[src/rtl/nn_result_reader.sv]
// nn_result_reader: after the inference core signals completion, reads the
// output-layer activations from the result RAM one by one, streams them out
// on a valid/ready port and reports the index/value of the largest one.
//
// Handshake: out_data/out_last are presented with out_valid and held stable
// until out_valid && out_ready is seen on a rising edge (the transfer); the
// source never withdraws out_valid before a transfer.
module nn_result_reader #(
    parameter int DATA_W = 16,
    parameter int ADDR_W = 6
) (
    input  logic              clk,
    input  logic              rst,
    input  logic              core_done,
    input  logic [ADDR_W-1:0] n_out,
    output logic              ram_rd_en,
    output logic [ADDR_W-1:0] ram_addr,
    input  logic [DATA_W-1:0] ram_rdata,
    output logic [DATA_W-1:0] out_data,
    output logic              out_valid,
    input  logic              out_ready,
    output logic              out_last,
    output logic [ADDR_W-1:0] argmax_idx,
    output logic [DATA_W-1:0] argmax_val,
    output logic              argmax_valid,
    output logic              busy,
    output logic [2:0]        dbg_state
);

    typedef enum logic [2:0] {
        S_IDLE = 3'd0,
        S_REQ  = 3'd1,
        S_CAPT = 3'd2,
        S_SEND = 3'd3,
        S_DONE = 3'd4
    } state_t;

    localparam logic [DATA_W-1:0] MOST_NEG = {1'b1, {(DATA_W-1){1'b0}}};
    localparam logic [ADDR_W-1:0] ADDR_ONE = ADDR_W'(1);

    state_t            r_state;
    state_t            w_next;
    logic [ADDR_W-1:0] r_cnt;       // element count of the running job
    logic [ADDR_W-1:0] r_i;         // current element index
    logic [DATA_W-1:0] r_max;       // running maximum (signed)
    logic [ADDR_W-1:0] r_idx;       // index of running maximum
    logic [DATA_W-1:0] r_out_data;
    logic [ADDR_W-1:0] r_amax_idx;  // last published result
    logic [DATA_W-1:0] r_amax_val;
    logic              w_last;

    assign w_last = (r_i == (r_cnt - ADDR_ONE));

    // State register; reset always returns to IDLE, abandoning any job.
    always_ff @(posedge clk) begin
        if (rst) begin
            r_state <= S_IDLE;
        end else begin
            r_state <= w_next;
        end
    end

    // Next-state logic: one read request, one capture, then hold in SEND
    // until the element is accepted downstream.
    always_comb begin
        w_next = r_state;
        case (r_state)
            S_IDLE: begin
                if (core_done) begin
                    w_next = (n_out != '0) ? S_REQ : S_DONE;
                end
            end
            S_REQ:  w_next = S_CAPT;
            S_CAPT: w_next = S_SEND;
            S_SEND: begin
                if (out_ready) begin
                    w_next = w_last ? S_DONE : S_REQ;
                end
            end
            S_DONE: w_next = S_IDLE;
            default: w_next = S_IDLE;
        endcase
    end

    // Job datapath: latch the job on start, capture RAM data and track the
    // maximum, advance the index on each accepted element, publish at DONE.
    always_ff @(posedge clk) begin
        if (rst) begin
            r_cnt      <= '0;
            r_i        <= '0;
            r_max      <= '0;
            r_idx      <= '0;
            r_out_data <= '0;
            r_amax_idx <= '0;
            r_amax_val <= '0;
        end else begin
            case (r_state)
                S_IDLE: begin
                    if (core_done) begin
                        r_cnt <= n_out;
                        r_max <= MOST_NEG;
                        r_idx <= '0;
                        // An empty job never reads, so the address output
                        // keeps its previous value in that case.
                        if (n_out != '0) begin
                            r_i <= '0;
                        end
                    end
                end
                S_CAPT: begin
                    r_out_data <= ram_rdata;
                    // Strictly greater: ties keep the lower index.
                    if ($signed(ram_rdata) > $signed(r_max)) begin
                        r_max <= ram_rdata;
                        r_idx <= r_i;
                    end
                end
                S_SEND: begin
                    if (out_ready && !w_last) begin
                        r_i <= r_i + ADDR_ONE;
                    end
                end
                S_DONE: begin
                    r_amax_idx <= r_idx;
                    r_amax_val <= r_max;
                end
                default: begin
                end
            endcase
        end
    end

    assign busy         = (r_state != S_IDLE);
    assign ram_rd_en    = (r_state == S_REQ);
    assign ram_addr     = r_i;
    assign out_data     = r_out_data;
    assign out_valid    = (r_state == S_SEND);
    assign out_last     = (r_state == S_SEND) && w_last;
    assign argmax_valid = (r_state == S_DONE);
    // During DONE the fresh result is shown; afterwards the published copy.
    assign argmax_idx   = (r_state == S_DONE) ? r_idx : r_amax_idx;
    assign argmax_val   = (r_state == S_DONE) ? r_max : r_amax_val;
    assign dbg_state    = r_state;

endmodule

[config.mk]
export PLATFORM = sky130hd
export DESIGN_NAME = nn_result_reader
export DESIGN_NICKNAME = d
export VERILOG_FILES = /design/src/rtl/nn_result_reader.sv
export SDC_FILE = /design/constraint.sdc
export NUM_CORES = 1
export LEC_CHECK = 0
export CORE_MARGIN = 8
export CORE_UTILIZATION = 45
export DETAILED_ROUTE_END_ITERATION = 6
export PLACE_DENSITY_LB_ADDON = 0.05
export SLEW_MARGIN = 10
export SYNTH_ARGS = -nofsm -noshare
export SYNTH_HDL_FRONTEND = slang
export SYNTH_SLANG_ARGS = --single-unit
[constraint.sdc]
create_clock -name clk -period 6.7 [get_ports clk]
set_clock_uncertainty 0.1 [all_clocks]
set_input_delay 1.34 -clock clk [delete_from_list [all_inputs] [get_ports clk]]
set_output_delay 1.34 -clock clk [all_outputs]
set_load 0.05 [all_outputs]
==> results.cfg <==
[clock_tree]
postCtsResizedCells = 0
cts_tree = built
cts.sinks = 75
cts_buffers = 9
cts_hold_buf = 0
clk_pin_slew_ps = 90
insertion_delay_ps = 350
htreeDepth = 3
postCtsSetupRepairBufs = 0
cts_root_buf = clkbuf_8
cts_buffer_depth = 2

[worst_setup_path]
arrival_ps = 2750
critical_path_required_ps = 5260
path_class = flip-flop to output pin
cp_max_fo = 4
crit_start = r_cnt[0]$_SDFFE_PP0P_
worst_setup_path_end_kind = output pin
crit_path_end = out_last
path_cells = inv_1, ha_1, xor2_1, o211a_1, nand2_2, nor3_2, and2_2, clkdlybuf4s50_1
crit_slowest_cell = clkdlybuf4s50_1
critPathMaxStageDelay_ps = 790
rrSetupSlack_ps = 3670
reg2reg_to = r_max[14]$_SDFFE_PP0P_
worstSetupStartpointType = flip-flop
ff2ff_path_depth = 4
worst-path-buf-inv = 2
timing.rr.start = dbg_state[0]$_SDFFE_PP0P_
cpLargestDelayFamily = buffers and inverters
path_depth = 8

[power]
power_density_nw_per_um2 = 224
power.share.clock_pct = 40.5
seqPwrFrac_pct = 43.1
p_total_uw = 1090
netSwitchingPower_uw = 291
p_int_uw = 796
p_leak_uw = 0.00191
p_sw_share_pct = 26.8
peakVddDrop_v = 0.000158
comb_power_share_pct = 16.4

[floorplanning]
io_pins = 78
core_area_um2 = 8130
rows = 33
initial_utilization_pct = 46.0
die_w_um = 107
dieHeight_um = 107
dieArea_um2 = 11500

[synth]
synth_top_family_by_area = simple AND/OR/NAND/NOR gates
synthArstFlopShare_pct = 0
syn_avg_cell_area_um2 = 8.88
ys_ff_latch = 75
synth_fp_nets = 465
yosysSeqAreaShare_pct = 40.1
ys_types = 57
synth_area_um2 = 3740
ys_warn_count = 0
yosys.area_share.simple_pct = 23.9
synthAdderAreaFrac_pct = 6.02
synth_compound_gate_area_share_pct = 11.1
synthMuxAreaShare_pct = 12.5
synth_xor_area_share_pct = 1.41
synth_edf_count = 0
synth_cells = 421
ys.flop_type = dfxtp_1

[final_layout]
final_common_cell = nand2_1
num-fill-cells = 749
drive_above_1_share_pct = 12.7
final_cell_mix = 86 x nand2_1, 76 x clkdlybuf4s50_1, 75 x dfxtp_1
multi_input_area_um2 = 2080
regArea_um2 = 1500
num_antenna_cells = 0
final_nets = 535
area_delta_synth_final_pct = 29.9

[outcome]
status = complete, no violations

[route]
firstDrtPassIters = 4
drc = 0
finalWirelength_um = 9400
vias = 3150
drtIter0Drc = 116
ant_nets = 0
wl_per_cell_um = 15.6
vias_per_cell = 5.24

[global_routing]
grt_use_total_pct = 16.8
grt_pass1_wl_um = 15500
grt_max_degree = 70
antenna_found_initial = 0
grt_overflow = 0
grt_pass1_vias = 3077

[timing]
tns_ps = 0
rsz0062_at_grt = false
max_slew_margin_pct = 31.1
min_period_ps = 4190
finalHoldViolCount = 0
slew_viol_final = 0
fin_crit_sh_pct = 62.5
worstMarginPinSlew_ps = 1010
fmax_ghz = 0.239
setup_slack_ps = 2510
finalSetupViolations = 0

[placed_design]
portBuffers = 77
gp_congestion = 0.850
place_worst_setup_slack_ps = 2310
hpwl_um = 6790

[min_path]
whs_path_depth = 2
hold_path_class = flip-flop to flip-flop
min_from = out_data[5]$_SDFFE_PP0N_

[flow_run]
max_cap_violations = 0
==> cell usage after synthesis, types with 3 or more instances <==
| cell type | number | area (µm²) |
|---|---|---|
| inv_1 | 23 | 86.3 |
| buf_2 | 7 | 35.0 |
| a21oi_2 | 3 | 26.3 |
| nand3b_1 | 10 | 75.1 |
| a21oi_1 | 30 | 150 |
| nor2b_1 | 23 | 144 |
| nand2_1 | 86 | 323 |
| nor2_1 | 11 | 41.3 |
| nand4_1 | 5 | 31.3 |
| xor2_1 | 4 | 35.0 |
| mux2i_1 | 21 | 210 |
| nor3_1 | 7 | 35.0 |
| ha_1 | 18 | 225 |
| nor4b_1 | 3 | 26.3 |
| o21ai_0 | 5 | 25.0 |
| mux2_2 | 23 | 259 |
| nor3b_1 | 4 | 30.0 |
| dfxtp_1 | 75 | 1500 |
| a31oi_1 | 3 | 18.8 |
| nand2b_1 | 3 | 18.8 |
| nand3_1 | 5 | 25.0 |
| clkbuf_1 | 12 | 45.0 |
==> worst min-delay path, delay by kind of cell, from the launching register on <==
kind	cells	cell delay, ps
flops	1	320
compound gates	1	50
simple gates	1	50
==> power groups by stage <==
| stage | Sequential, µW | Combinational (µW) | Clock [µW] |
|---|---|---|---|
| global placement | 479 | 177 | 0 |
| finish | 468 | 178 | 441 |
| CTS | 469 | 180 | 453 |
| floorplan | 497 | 99.9 | 0 |
| detailed placement | 479 | 179 | 0 |
| global route | 471 | 194 | 473 |
==> cell families (layout without fill, tap and decap cells) <==
logic type / count (synthesis) / count (layout)
and+or+nand+nor: 174 / 174
DFF: 75 / 75
AOI/OAI and AO/OA: 59 / 59
buffers and inverters: 45 / 120
muxes: 44 / 44
adders and majority gates: 18 / 18
xor gates and xnor gates: 6 / 6
==> through the flow <==
stage	util [%]	cell area [µm²]	instances	hold slack, ps
after detailed placement	56.5	4600	585	348
after CTS	59.7	4860	601	359
final	59.7	4860	601	358
after global placement	56.5	4600	585	342
after floorplan	-	3740	421	348
after global routing	59.7	4860	601	377
==> worst min-delay path by stage <==
| stage | slack, ps | to |
|---|---|---|
| after floorplan | 350 | r_max[10]$_SDFFE_PP0P_ |
| after global placement | 340 | out_data[9]$_SDFFE_PP0N_ |
| after detailed placement | 350 | out_data[5]$_SDFFE_PP0N_ |
| after CTS | 360 | out_data[5]$_SDFFE_PP0N_ |
| after global routing | 380 | out_data[9]$_SDFFE_PP0N_ |
| final | 360 | out_data[5]$_SDFFE_PP0N_ |
==> area by class of cell <==
type,count,share of cell area [%]
Multi-Input combinational cell,301,42.9
Sequential cell,75,30.9
Timing Repair Buffer,81,16.4
Clock buffer,11,3.12
Tap cell,105,2.70
Clock inverter,5,2.22
Inverter,23,1.78
==> routing by layer <==
layer / up-vias / track usage [%] / share of wire (%)
met5: - / 0 / 0
met1: 1493 / 19.5 / 45
met3: 9 / 5.04 / 5.1
met4: 0 / 5.03 / 0.96
li1: 1578 / - / -
met2: 70 / 28.9 / 49
==> registers in the layout (all words and copies together), names as in the netlist <==
name / cells
dbg_state: 3
out_data: 16
r_amax_idx: 6
r_amax_val: 16
r_cnt: 6
r_idx: 6
r_max: 16
ram_addr: 6
(Power assumes the default switching activity.)
